$ cat src/rtl/shift_arb_ctrl_pkg.sv
// ============================================================================
// Module      : shift_arb_ctrl_pkg
// Description : Shared op/state encodings and helpers for shift_arb_ctrl.
// Revision    : 1.0 - initial release
// ============================================================================
`default_nettype none

package shift_arb_ctrl_pkg;

    localparam int unsigned DATA_W = 8;
    localparam int unsigned AMT_W  = 3;

    typedef enum logic [1:0] {
        OP_SHL = 2'b00,
        OP_SHR = 2'b01,
        OP_ROL = 2'b10,
        OP_ROR = 2'b11
    } op_e;

    typedef enum logic [1:0] {
        S_IDLE  = 2'b00,
        S_PASS1 = 2'b01,
        S_PASS2 = 2'b10,
        S_RESP  = 2'b11
    } state_e;

    function automatic logic op_is_right(input op_e op);
        return (op == OP_SHR) || (op == OP_ROR);
    endfunction

    function automatic logic op_is_rot(input op_e op);
        return (op == OP_ROL) || (op == OP_ROR);
    endfunction

endpackage

`default_nettype wire

$ cat src/rtl/barrel_SHREYANSHU.sv
// ============================================================================
// Module      : barrel_SHREYANSHU
// Description : Combinational 8-bit logical barrel shifter, zero fill.
// Revision    : 1.0 - initial release
// ============================================================================
`default_nettype none

module barrel_SHREYANSHU
    import shift_arb_ctrl_pkg::*;
(
    input  logic [DATA_W-1:0] a_i,
    input  logic [AMT_W-1:0]  b_i,
    input  logic              r_i,
    output logic [DATA_W-1:0] y_o
);

    assign y_o = r_i ? (a_i >> b_i) : (a_i << b_i);

endmodule

`default_nettype wire

$ cat src/rtl/shift_arb_ctrl.sv
// ============================================================================
// Module      : shift_arb_ctrl
// Description : Two-requester arbiter/sequencer for the shared barrel shifter.
// Revision    : 1.0 - initial release
// ============================================================================
`default_nettype none

module shift_arb_ctrl
    import shift_arb_ctrl_pkg::*;
#(
    parameter bit FIXED_PRIO = 1'b0
) (
    input  logic              clk,
    input  logic              rst_n,
    input  logic              req0_valid,
    output logic              req0_ready,
    input  logic [DATA_W-1:0] req0_data,
    input  logic [AMT_W-1:0]  req0_amt,
    input  logic [1:0]        req0_op,
    input  logic              req1_valid,
    output logic              req1_ready,
    input  logic [DATA_W-1:0] req1_data,
    input  logic [AMT_W-1:0]  req1_amt,
    input  logic [1:0]        req1_op,
    output logic              rsp0_valid,
    output logic [DATA_W-1:0] rsp0_data,
    input  logic              rsp0_ready,
    output logic              rsp1_valid,
    output logic [DATA_W-1:0] rsp1_data,
    input  logic              rsp1_ready,
    output logic              busy
);

    state_e            state_q, state_d;
    logic              rr_q, rr_d;
    logic              gnt_q, gnt_d;
    logic [DATA_W-1:0] data_q, data_d;
    logic [AMT_W-1:0]  amt_q, amt_d;
    op_e               op_q, op_d;
    logic [DATA_W-1:0] acc_q, acc_d;
    logic [DATA_W-1:0] rsp0_data_q, rsp0_data_d;
    logic [DATA_W-1:0] rsp1_data_q, rsp1_data_d;

    logic              w_any_valid;
    logic              w_gnt_id;
    logic              w_accept;
    logic [AMT_W-1:0]  w_sh_b;
    logic              w_sh_r;
    logic [DATA_W-1:0] w_sh_y;
    logic              w_rsp_ready;

    // Grant: a lone requester wins outright; a tie goes to the rr pointer.
    assign w_any_valid = req0_valid || req1_valid;
    assign w_gnt_id    = (req0_valid && req1_valid) ? (FIXED_PRIO ? 1'b0 : rr_q)
                                                    : req1_valid;
    assign w_accept    = (state_q == S_IDLE) && w_any_valid;
    assign req0_ready  = w_accept && !w_gnt_id;
    assign req1_ready  = w_accept &&  w_gnt_id;

    // Second pass shifts the other way by (8-amt) to recover wrapped bits.
    assign w_sh_b = (state_q == S_PASS2) ? (3'd0 - amt_q) : amt_q;
    assign w_sh_r = op_is_right(op_q) ^ (state_q == S_PASS2);

    barrel_SHREYANSHU u_barrel (
        .a_i (data_q),
        .b_i (w_sh_b),
        .r_i (w_sh_r),
        .y_o (w_sh_y)
    );

    assign w_rsp_ready = gnt_q ? rsp1_ready : rsp0_ready;

    always_comb begin
        state_d     = state_q;
        rr_d        = rr_q;
        gnt_d       = gnt_q;
        data_d      = data_q;
        amt_d       = amt_q;
        op_d        = op_q;
        acc_d       = acc_q;
        rsp0_data_d = rsp0_data_q;
        rsp1_data_d = rsp1_data_q;

        case (state_q)
            S_IDLE: begin
                if (w_accept) begin
                    gnt_d   = w_gnt_id;
                    data_d  = w_gnt_id ? req1_data : req0_data;
                    amt_d   = w_gnt_id ? req1_amt  : req0_amt;
                    op_d    = op_e'(w_gnt_id ? req1_op : req0_op);
                    state_d = S_PASS1;
                end
            end
            S_PASS1: begin
                acc_d = w_sh_y;
                if (op_is_rot(op_q) && (amt_q != '0)) begin
                    state_d = S_PASS2;
                end else begin
                    state_d = S_RESP;
                    if (gnt_q) rsp1_data_d = w_sh_y;
                    else       rsp0_data_d = w_sh_y;
                end
            end
            S_PASS2: begin
                acc_d   = acc_q | w_sh_y;
                state_d = S_RESP;
                if (gnt_q) rsp1_data_d = acc_q | w_sh_y;
                else       rsp0_data_d = acc_q | w_sh_y;
            end
            S_RESP: begin
                if (w_rsp_ready) begin
                    state_d = S_IDLE;
                    rr_d    = !gnt_q;
                end
            end
            default: state_d = S_IDLE;
        endcase
    end

    always_ff @(posedge clk or negedge rst_n) begin
        if (!rst_n) begin
            state_q     <= S_IDLE;
            rr_q        <= 1'b0;
            gnt_q       <= 1'b0;
            data_q      <= '0;
            amt_q       <= '0;
            op_q        <= OP_SHL;
            acc_q       <= '0;
            rsp0_data_q <= '0;
            rsp1_data_q <= '0;
        end else begin
            state_q     <= state_d;
            rr_q        <= rr_d;
            gnt_q       <= gnt_d;
            data_q      <= data_d;
            amt_q       <= amt_d;
            op_q        <= op_d;
            acc_q       <= acc_d;
            rsp0_data_q <= rsp0_data_d;
            rsp1_data_q <= rsp1_data_d;
        end
    end

    assign rsp0_valid = (state_q == S_RESP) && !gnt_q;
    assign rsp1_valid = (state_q == S_RESP) &&  gnt_q;
    assign rsp0_data  = rsp0_data_q;
    assign rsp1_data  = rsp1_data_q;
    assign busy       = (state_q != S_IDLE);

endmodule

`default_nettype wire

$ cat config.mk
export PLATFORM = sky130hd
export DESIGN_NAME = shift_arb_ctrl
export DESIGN_NICKNAME = d
export VERILOG_FILES = /design/src/rtl/shift_arb_ctrl_pkg.sv /design/src/rtl/barrel_SHREYANSHU.sv /design/src/rtl/shift_arb_ctrl.sv
export SDC_FILE = /design/constraint.sdc
export NUM_CORES = 1
export LEC_CHECK = 0
export CAP_MARGIN = 20
export CORE_ASPECT_RATIO = 0.6
export CORE_MARGIN = 8
export CORE_UTILIZATION = 47
export CTS_BUF_LIST = sky130_fd_sc_hd__clkbuf_4 sky130_fd_sc_hd__clkbuf_8
export CTS_CLUSTER_SIZE = 28
export DETAILED_ROUTE_END_ITERATION = 7
export PLACE_DENSITY_LB_ADDON = 0.3
export REMOVE_ABC_BUFFERS = 1
export SYNTH_ARGS = -nofsm -noshare
export SYNTH_HDL_FRONTEND = slang
export SYNTH_SLANG_ARGS = --single-unit
$ cat constraint.sdc
create_clock -name clk -period 2.2 [get_ports clk]
set_input_delay 0.33 -clock clk [delete_from_list [all_inputs] [get_ports clk]]
set_output_delay 0.33 -clock clk [all_outputs]
set_load 0.05 [all_outputs]
== After elaboration in Yosys (flattened, before gate mapping) ==
Index checks and enable logic that the tools add are counted.

* Add/subtract/negate cells: 1
* Eq/ne operators: 13
* Shifts and indexed selects: 2
* Multiplexer cells: 20
* Bitwise gates (word level): 2
* Reductions and logical operators: 21

{| class="wikitable"
|+ Operators by type and width
! operator !! count
|-
| 8-bit 2-to-1 mux || 8
|-
| 8-bit case mux with 2 select lines || 3
|-
| 2-bit != test, second input constant || 7
|-
| 2-bit == test, second input constant || 4
|-
| 8-bit bitwise OR || 1
|-
| 2-bit case mux with 4 select lines || 1
|-
| 4-bit AND reduction || 2
|-
| 8-bit by 3-bit << shifter with 8-bit output || 1
|-
| 8-bit by 3-bit right shift with 8-bit output || 1
|-
| 1-bit logical AND || 7
|-
| 2-bit 2-to-1 mux || 3
|-
| 3-bit 2-to-1 mux || 2
|-
| 2-bit AND reduction || 3
|-
| 2-bit by 1-bit == test with 1-bit output, second input constant || 2
|-
| 2-bit nonzero test || 2
|-
| 1-bit logical OR || 3
|-
| 1-bit 2-to-1 mux || 3
|-
| 3-bit nonzero test || 1
|-
| 1-bit by 3-bit subtractor with 3-bit output, first input constant || 1
|-
| 1-bit logical NOT || 2
|-
| 2-bit logical NOT || 1
|-
| 1-bit bitwise XOR || 1
|}

* Bits in registers: 41
* Bits of input ports: 32
* Output and inout bits: 21

== Depth between registers and ports, before layout ==
Gate-level depths: netlist of the first run.

* Depth after elaboration: 7
* Gate-level depth with buffers: 11
* Depth with buffers taken out: 7

== Cells and area by module ==
A second synthesis of the first run with hierarchy kept.

* Cell total of the unflattened synthesis: 226
* Area total of the unflattened synthesis: 2464.9 um2

{| class="wikitable"
|+ By module, submodules not included
! module !! times used !! cells each !! area an instance (um2)
|-
| shift_arb_ctrl || 1 || 153 || 1904.3
|-
| barrel_SHREYANSHU || 1 || 73 || 560.5
|}

== Worst setup path after synthesis of the first run ==
OpenSTA, ideal clock, no wires.

* Path kind: register to register
* From: register amt_q[0]
* To: register acc_q[7]
* Data arrival time: 2.121 ns
* Data required time: 2.118 ns
* Setup slack: -0.003 ns
* Stages on the path, launching flop included: 10
* Cell sequence: dfrtp_1 > buf_4 > buf_2 > inv_1 > ha_1 > ha_1 > mux2_4 > nor2_1 > a32oi_1 > a31oi_1

* Cells in the longest elaborated chain, start to end: 6

{| class="wikitable"
|+ Ends and longest elaborated chain
! item !! line !! RTL
|-
| start: declaration || shift_arb_ctrl.sv:38 || <nowiki>logic [AMT_W-1:0] amt_q, amt_d;</nowiki>
|-
| start signal: assignment || shift_arb_ctrl.sv:136 || <nowiki>amt_q <= amt_d;</nowiki>
|-
| 1-bit by 3-bit subtractor with 3-bit output || shift_arb_ctrl.sv:61 || <nowiki>assign w_sh_b = (state_q == S_PASS2) ? (3'd0 - amt_q) : amt_q;</nowiki>
|-
| 3-bit 2-to-1 mux (*) || shift_arb_ctrl.sv:61 ||
|-
| 8-bit by 3-bit << shifter with 8-bit output / 8-bit by 3-bit right shift with 8-bit output (equally long branches) || barrel_SHREYANSHU.sv:17 || <nowiki>assign y_o = r_i ? (a_i >> b_i) : (a_i << b_i);</nowiki>
|-
| 8-bit 2-to-1 mux (*) || barrel_SHREYANSHU.sv:17 ||
|-
| 8-bit bitwise OR || shift_arb_ctrl.sv:105 || <nowiki>acc_d = acc_q | w_sh_y;</nowiki>
|-
| 8-bit case mux with 2 select lines (*) || shift_arb_ctrl.sv:84 || <nowiki>case (state_q)</nowiki>
|-
| end signal: assignment || shift_arb_ctrl.sv:128 || <nowiki>acc_q <= '0;</nowiki>
|-
| end signal: assignment || shift_arb_ctrl.sv:138 || <nowiki>acc_q <= acc_d;</nowiki>
|-
| end: declaration || shift_arb_ctrl.sv:40 || <nowiki>logic [DATA_W-1:0] acc_q, acc_d;</nowiki>
|}

Mark *: on every way between the ends. The rest lies on a longest branch, timed or not.
A chain may end at the register's enable or synchronous reset.

== Final worst setup path of the first run ==
* From: register state_q[0]
* To: register rsp1_data_q[0], in the netlist rsp1_data[0]

* Cells in the longest elaborated chain, start to end: 7

{| class="wikitable"
|+ Ends and longest elaborated chain
! item !! line !! RTL
|-
| start: declaration || shift_arb_ctrl.sv:34 || <nowiki>state_e state_q, state_d;</nowiki>
|-
| start signal: assignment || shift_arb_ctrl.sv:132 || <nowiki>state_q <= state_d;</nowiki>
|-
| 2-bit == test || shift_arb_ctrl.sv:61, shift_arb_ctrl.sv:62, shift_arb_ctrl.sv:84 ||
|-
| 3-bit 2-to-1 mux || shift_arb_ctrl.sv:61 ||
|-
| 8-bit by 3-bit << shifter with 8-bit output / 8-bit by 3-bit right shift with 8-bit output (equally long branches) || barrel_SHREYANSHU.sv:17 ||
|-
| 8-bit 2-to-1 mux || barrel_SHREYANSHU.sv:17 ||
|-
| 8-bit bitwise OR / 8-bit 2-to-1 mux (equally long branches) || shift_arb_ctrl.sv:107, shift_arb_ctrl.sv:100 ||
|-
| 8-bit 2-to-1 mux (on tied branches) || shift_arb_ctrl.sv:107, shift_arb_ctrl.sv:96 ||
|-
| 8-bit case mux with 2 select lines || shift_arb_ctrl.sv:84 ||
|-
| end signal: assignment || shift_arb_ctrl.sv:140 || <nowiki>rsp1_data_q <= rsp1_data_d;</nowiki>
|-
| end: declaration || shift_arb_ctrl.sv:42 || <nowiki>logic [DATA_W-1:0] rsp1_data_q, rsp1_data_d;</nowiki>
|}

Several ways; a longest one is shown, not always the timed one. The select of a mux whose other input is x is not followed.

==> results of run 1 <==
## stage by stage
| step | utilization, % | TNS (ps) |
|---|---|---|
| floorplan | - | -5100 |
| global placement | 59.9 | 0 |
| detailed placement | 59.9 | 0 |
| CTS | 62.0 | 0 |
| global route | 62.6 | 0 |
| finish | 62.6 | 0 |
## path summary, 6_finish.rpt
kind	to	slack, ps	depth (start not counted)
hold / removal	rsp0_data[7]$_DFFE_PN0P_	530	2
setup reg to reg	rsp1_data[0]$_DFFE_PN0P_	110	6
min in group clk	data_q[7]$_DFFE_PN0P_	540	2
hold reg to reg	data_q[7]$_DFFE_PN0P_	540	2
setup / recovery	rsp1_data[0]$_DFFE_PN0P_	110	6
max in group asynchronous	state_q[0]$_DFFE_PN0P_	1010	3
## kinds of logic (layout without fill, tap and decap cells)
family,Yosys count,in the layout,synth area share [%]
AND/OR/NAND/NOR,71,71,14.2
buffers and inverters,36,91,6.91
adder cells (fa/ha/maj),7,7,3.69
flip-flops,41,41,43.2
multiplexers,26,26,11.4
AO/OA/AOI/OAI,61,61,19.8
XOR/XNOR,2,2,0.739
## worst max-delay path, cell delays in order (launching register included)
cell and delay (ps):
dfrtp_1 400, inv_1 150, ha_2 250, mux2_4 380
nor4_1 110, a211oi_1 480, a31oi_1 160
## cell usage in the layout, fill, tap and decap left out, types with 4 or more instances in the layout
cell type,n
a41oi_1,12
clkbuf_8,5
ha_1,6
a222oi_1,13
o21ai_0,4
clkdlybuf4s50_1,46
inv_1,20
nor4_1,9
buf_4,12
a31oi_1,12
a211oi_1,4
mux2i_1,24
nand2b_1,5
nand2_1,18
nor2_1,28
a21oi_1,8
dfrtp_1,41
## area by class of cell
type                    instances  area, µm²
fillers                       441       1850
multi-input cells             167       1210
flip-flops and latches         41       1030
repair buffers                 63        617
clock buffers                   8       91.3
well taps                      66       82.6
inverters                      20       75.1
## state kept, by name (all words and copies together) (netlist names)
name	count
acc_q	8
amt_q	3
data_q	8
gnt_q	1
op_q	2
rr_q	1
rsp0_data	8
rsp1_data	8
state_q	2
## what timing repair did
action | CTS | global route
endpoints found under the hold margin | 12 | 0
hold buffers | 1 | 0
setup endpoints to repair | 0 | 24
gates resized for setup | 0 | 7
## per-layer routing
| metal | routed length, µm | vias to the layer above |
|---|---|---|
| met5 | 0 | - |
| li1 | - | 1021 |
| met4 | 63 | 0 |
| met3 | 523 | 10 |
| met2 | 2480 | 79 |
| met1 | 2910 | 990 |
==> results.cfg, run 1 <==
[yosys]
synth.most_common_cell = dfrtp_1
async_reset_ff_share_pct = 100
seq_area_frac_synth_pct = 43.2
ys_types = 32
synth-edff-count = 0
synthDominantCellAreaShare_pct = 43.2
syn-instance-count = 244
synth_largest_area_cell = dfrtp_1
syn_area_per_cell_um2 = 9.72
ys_ff_latch = 41
synthTopCellsByCount = dfrtp_1 (41), nor2_1 (30), mux2i_1 (24)
yosys-top-cells-area = dfrtp_1 (43%), mux2i_1 (10%), a222oi_1 (5.5%)
syn_area_mm2 = 0.00237
yosys_warnings = 0
ys.flop_type = dfrtp_1

[cts]
insertion_delay_ps = 290
cts.reportedPaths.clkPinSlew_ps = 70
cts_buffer_depth = 2
cts_tree = yes
postCtsSetupBuffers = 0
root_buffer = clkbuf_8
clock_sinks = 41
cts_max_level = 2
cts_buffers = 5

[grt]
grt_overflow = 0
grt_first_pass_wirelength_um = 10300
gr-usage-met2_pct = 23.1
busiest_layer = met1
grt_antenna_before_repair = 0
grt_pass1_vias = 2061
grt_max_degree = 26
met3_usage_pct = 5.26
grt_use_met1_pct = 23.5
grt_usage_pct = 16.5

[min_path]
min_path_type = in2async

[setup_path]
worstSetupStartpoint = state_q[0]$_DFFE_PN0P_
arrival_ps = 2240
worstPathRequired_ps = 2350
critical_path_class = reg2reg
cp-start-kind = flop
r2r_start = state_q[0]$_DFFE_PN0P_
crit_path_max_fanout = 25
endpoint_kind = flop

[placement]
dp_cells = 356
place_area_mm2 = 0.00297
place_ws_ps = 85.3
portBuffers = 52
hpwl_um = 4530
place.gp.congestion = 0.902

[final_layout]
post_route_cells_drive_above_1_share_pct = 11.7
n_antenna_cell = 0
design_area_mm2 = 0.00310
layout.nets = 337
syn_to_final_growth_pct = 30.7
fin_cells = 365

[routing]
first_pass_iters = 6
remaining_drc_errors = 0
avgRoutedWirePerCell_um = 16.4
viasPerCell = 5.75
drtIter0Drc = 218
detail-route-antenna-nets = 0
wirelength_um = 5980
vias = 2100

[outcome]
status = completed

[sta]
fin_skew_ps = 4.38
slew_headroom_pct = 65.2
fmax_ghz = 0.479
setup_viol = 0
slew_viol_final = 0
final_hold_viol_count = 0
holdWs_ps = 534
post-route-min-period_ps = 2090
rsz0062_at_grt = false
worst_slack_ps = 114
worstMarginPinSlew_ps = 519
min_period_over_period_pct = 94.8

[floorplanning]
start_util_pct = 47.9
core_area_mm2 = 0.00495
ioPinCount = 53
rows = 20
die-area_mm2 = 0.00765
dieWidth_um = 108
die_h_um = 71.0

[job]
max_cap_violations = 0
Power of run 1 is left out: the tool's default activity adds up to more than one toggle a clock period on the data nets, which glitch-free logic cannot reach.
==> inputs of run 2 (changes only) <==
--- a/config.mk
+++ b/config.mk
@@ -10,10 +10,12 @@
 export CORE_MARGIN = 8
 export CORE_UTILIZATION = 47
 export CTS_BUF_LIST = sky130_fd_sc_hd__clkbuf_4 sky130_fd_sc_hd__clkbuf_8
+export CTS_CLUSTER_DIAMETER = 80
 export CTS_CLUSTER_SIZE = 28
 export DETAILED_ROUTE_END_ITERATION = 7
 export PLACE_DENSITY_LB_ADDON = 0.3
 export REMOVE_ABC_BUFFERS = 1
+export SKIP_CTS_REPAIR_TIMING = 1
 export SYNTH_ARGS = -nofsm -noshare
 export SYNTH_HDL_FRONTEND = slang
 export SYNTH_SLANG_ARGS = --single-unit
==> results.cfg, run 2 (synthesis gave the netlist of run 1 again) <==
[final_layout]
final_util_pct = 62.4
syn_to_final_growth_pct = 30.3
mostFrequentLayoutCells = clkdlybuf4s50_1 (46), dfrtp_1 (41), nor2_1 (28)
layout.nets = 336
final_common_cell = clkdlybuf4s50_1
post_route_cells_drive_above_1_share_pct = 11.7
fin_cells = 364
n_antenna_cell = 0

[sta]
final_hold_viol_count = 4
setup_viol = 0
worst_slack_ps = 131
post-route-min-period_ps = 2070
holdWs_ps = -4.76
slew_headroom_pct = 64.1
min_period_over_period_pct = 94.1
worstMarginPinSlew_ps = 538
slew_viol_final = 0
fin_skew_ps = 3.50
fmax_ghz = 0.483
rsz0062_at_grt = false

[setup_path]
crit_path_max_fanout = 25
critical_path_class = reg2reg
worstPathRequired_ps = 2360
max_stage_delay_ps = 450
critPathSlowestCell = mux2_4
worstRegToRegCells = 6
cp-start-kind = flop
endpoint_kind = flop
cp_cell_sequence = inv_1 -> ha_2 -> mux2_4 -> nand3b_1 -> a32oi_1 -> a31oi_1
arrival_ps = 2230

[placement]
hpwl_um = 4530
portBuffers = 52
place_ws_ps = 85.3
dp_cells = 356
place.gp.congestion = 0.902

[cts]
clock_sinks = 41
cts_tree = yes
cts_buffer_depth = 2
cts_buffers = 5
cts_max_level = 2
insertion_delay_ps = 290
cts.reportedPaths.clkPinSlew_ps = 70
root_buffer = clkbuf_8

[outcome]
status = finished, violations left
violations = negative hold slack

[grt]
grt_usage_pct = 16.4
grt_antenna_before_repair = 0
grt_max_degree = 26
grt_pass1_vias = 2055
grt_first_pass_wirelength_um = 10200
grt_overflow = 0

[routing]
remaining_drc_errors = 0
avgRoutedWirePerCell_um = 16.5
viasPerCell = 5.76
first_pass_iters = 5
detail-route-antenna-nets = 0
drtIter0Drc = 211
vias = 2098
wirelength_um = 6010

[job]
max_cap_violations = 0

[floorplanning]
rows = 20
start_util_pct = 47.9
dieWidth_um = 108
core_area_mm2 = 0.00495
ioPinCount = 53
die-area_mm2 = 0.00765
die_h_um = 71.0

[min_path]
min_path_type = in2async
## run 2: changes by cell type in the layout (fill, tap and decap cells not counted), sizes merged
| cell | delta |
|---|---|
| dlygate4sd3 | -1 |
## run 2: layer usage
layer  global-route usage (%)  share of wire [%]
met3                     5.26                7.5
met2                     22.9                 41
met4                     4.28                1.0
met5                        0                  0
met1                     23.5                 50
## run 2: final cells by class
type | count | area, µm²
Clock buffer | 8 | 91.3
Timing Repair Buffer | 62 | 607
Fill cell | 442 | 1860
Tap cell | 66 | 82.6
Sequential cell | 41 | 1030
Inverter | 20 | 75.1
Multi-Input combinational cell | 167 | 1210
## run 2: final timing paths
path / startpoint / endpoint / slack [ps]
min: rst_n / rsp0_data[7]$_DFFE_PN0P_ / -5
min reg2reg: data_q[7]$_DFFE_PN0P_ / data_q[7]$_DFFE_PN0P_ / 540
max reg2reg: state_q[0]$_DFFE_PN0P_ / rsp1_data[0]$_DFFE_PN0P_ / 130
min in group clk: data_q[7]$_DFFE_PN0P_ / data_q[7]$_DFFE_PN0P_ / 540
max in group asynchronous: rst_n / rr_q$_DFFE_PN0P_ / 1550
max: state_q[0]$_DFFE_PN0P_ / rsp1_data[0]$_DFFE_PN0P_ / 130
## run 2: per-stage QoR
step / setup TNS (ps) / instance area, µm²
4_1_cts: 0 / 3060
3_3_place_gp: 0 / 2970
3_5_place_dp: 0 / 2970
6_report: 0 / 3090
5_1_grt: 0 / 3090
2_1_floorplan: -5100 / 2280
## run 2: worst max-delay path: cells and delay by family (launching register included)
family | cells | cell delay [ps]
multiplexers | 1 | 450
AO/OA/AOI/OAI | 2 | 460
flip-flops | 1 | 400
adder cells (fa/ha/maj) | 1 | 250
AND/OR/NAND/NOR | 1 | 210
buffers and inverters | 1 | 150
Power of run 2 is left out for the same reason.
==> inputs of run 3 (changes only) <==
--- a/config.mk
+++ b/config.mk
@@ -13,7 +13,7 @@
 export CTS_CLUSTER_DIAMETER = 80
 export CTS_CLUSTER_SIZE = 28
 export DETAILED_ROUTE_END_ITERATION = 7
-export PLACE_DENSITY_LB_ADDON = 0.3
+export PLACE_DENSITY_LB_ADDON = 0.08
 export REMOVE_ABC_BUFFERS = 1
 export SKIP_CTS_REPAIR_TIMING = 1
 export SYNTH_ARGS = -nofsm -noshare
==> results.cfg, run 3 (synthesis gave the netlist of run 1 again) <==
[sta]
setup_viol = 0
holdWs_ps = 98.2
min_period_over_period_pct = 95.2
post-route-min-period_ps = 2100
worstMarginPinSlew_ps = 530
final_hold_viol_count = 0
slew_viol_final = 0
slew_headroom_pct = 63.6
fin_skew_ps = 2.97
fmax_ghz = 0.477

[grt]
grt_overflow = 0
grt_usage_pct = 15.6
grt_first_pass_wirelength_um = 9720
grt_antenna_before_repair = 0
grt_pass1_vias = 1947
grt_max_degree = 42

[final_layout]
n_antenna_cell = 0
design_area_mm2 = 0.00311
layout.nets = 337
nFillCells = 436
syn_to_final_growth_pct = 31.2
final_common_cell = clkdlybuf4s50_1
mostFrequentLayoutCells = clkdlybuf4s50_1 (46), dfrtp_1 (41), nor2_1 (28)
post_route_cells_drive_above_1_share_pct = 12.8
seq_area_mm2 = 0.00103
multi_input_area_mm2 = 0.00125

[routing]
remaining_drc_errors = 0
vias = 2122
viasPerCell = 5.85
wirelength_um = 6030
detail-route-antenna-nets = 0
avgRoutedWirePerCell_um = 16.6
drtIter0Drc = 217
first_pass_iters = 5

[setup_path]
crit_path_max_fanout = 12
arrival_ps = 2220
cp_cell_sequence = inv_1 -> ha_2 -> mux2_2 -> mux2i_1 -> a21oi_1 -> a41oi_1
max_stage_delay_ps = 490
cp-start-kind = flop
critical_path_class = reg2reg
critical_path_buf_inv_count = 1
endpoint_kind = flop
crit_family = multiplexers
worstPathRequired_ps = 2330
critPathSlowestCell = mux2_2

[floorplanning]
die_h_um = 71.0
start_util_pct = 47.9
dieWidth_um = 108
ioPinCount = 53
die-area_mm2 = 0.00765
rows = 20
core_area_mm2 = 0.00495

[cts]
root_buffer = clkbuf_8
clock_sinks = 41
cts_buffers = 5
cts_buffer_depth = 2
insertion_delay_ps = 280
cts_max_level = 2
cts.reportedPaths.clkPinSlew_ps = 70
cts_tree = yes

[min_path]
min_path_type = in2async

[placement]
place_area_mm2 = 0.00297
place.gp.congestion = 0.965
portBuffers = 52
hpwl_um = 4470

[job]
max_cap_violations = 0

[outcome]
status = completed
## run 3: cell count changes in the layout (fill, tap and decap cells not counted), sizes merged
cell / delta
clkbuf: -3
clkinv: +1
mux2: +1
## run 3: layout make-up
| class | count | share of cell area [%] |
|---|---|---|
| Clock inverter | 1 | 0.161 |
| Sequential cell | 41 | 33.0 |
| Tap cell | 66 | 2.65 |
| Timing Repair Buffer | 62 | 19.5 |
| Clock buffer | 5 | 2.21 |
| Multi-Input combinational cell | 168 | 40.1 |
| Inverter | 20 | 2.41 |
## run 3: worst paths after layout
check                      cells past startpoint  slack, ps                  endpoint                    from
setup / recovery                               6        100      acc_q[3]$_DFFE_PN0P_  state_q[0]$_DFFE_PN0P_
hold / removal                                 2        100     data_q[4]$_DFFE_PN0P_                   rst_n
setup reg to reg                               6        100      acc_q[3]$_DFFE_PN0P_  state_q[0]$_DFFE_PN0P_
hold reg to reg                                2        530       op_q[1]$_DFFE_PN0P_     op_q[1]$_DFFE_PN0P_
max in group asynchronous                      2       1750  rsp0_data[0]$_DFFE_PN0P_                   rst_n
min in group clk                               2        530       op_q[1]$_DFFE_PN0P_     op_q[1]$_DFFE_PN0P_
## run 3: per-stage QoR
stage,worst slack [ps],instances,setup TNS [ps],utilization [%]
after floorplan,-261,228,-5100,-
after global placement,84.8,356,0,59.9
after detailed placement,67.8,356,0,59.9
after CTS,52.8,362,0,61.4
after global routing,-28.5,363,-43.6,62.8
final,105,363,0,62.8
## run 3: worst register-to-register path: cells and delay by family, from the launching register on
| family | cells | cell delay, ps |
|---|---|---|
| multiplexers | 2 | 650 |
| flip-flops | 1 | 400 |
| buffers and inverters | 1 | 150 |
| AO/OA/AOI/OAI | 2 | 440 |
| adder cells (fa/ha/maj) | 1 | 290 |
## run 3: routing by layer
metal  share of wire (%)  global-route usage [%]  wire, µm
met2                  42                    20.7      2520
met5                   0                       0         0
met4                0.60                    3.21        36
met3                 8.1                    4.81       486
met1                  50                    23.7      2990
Power of run 3 is left out for the same reason.
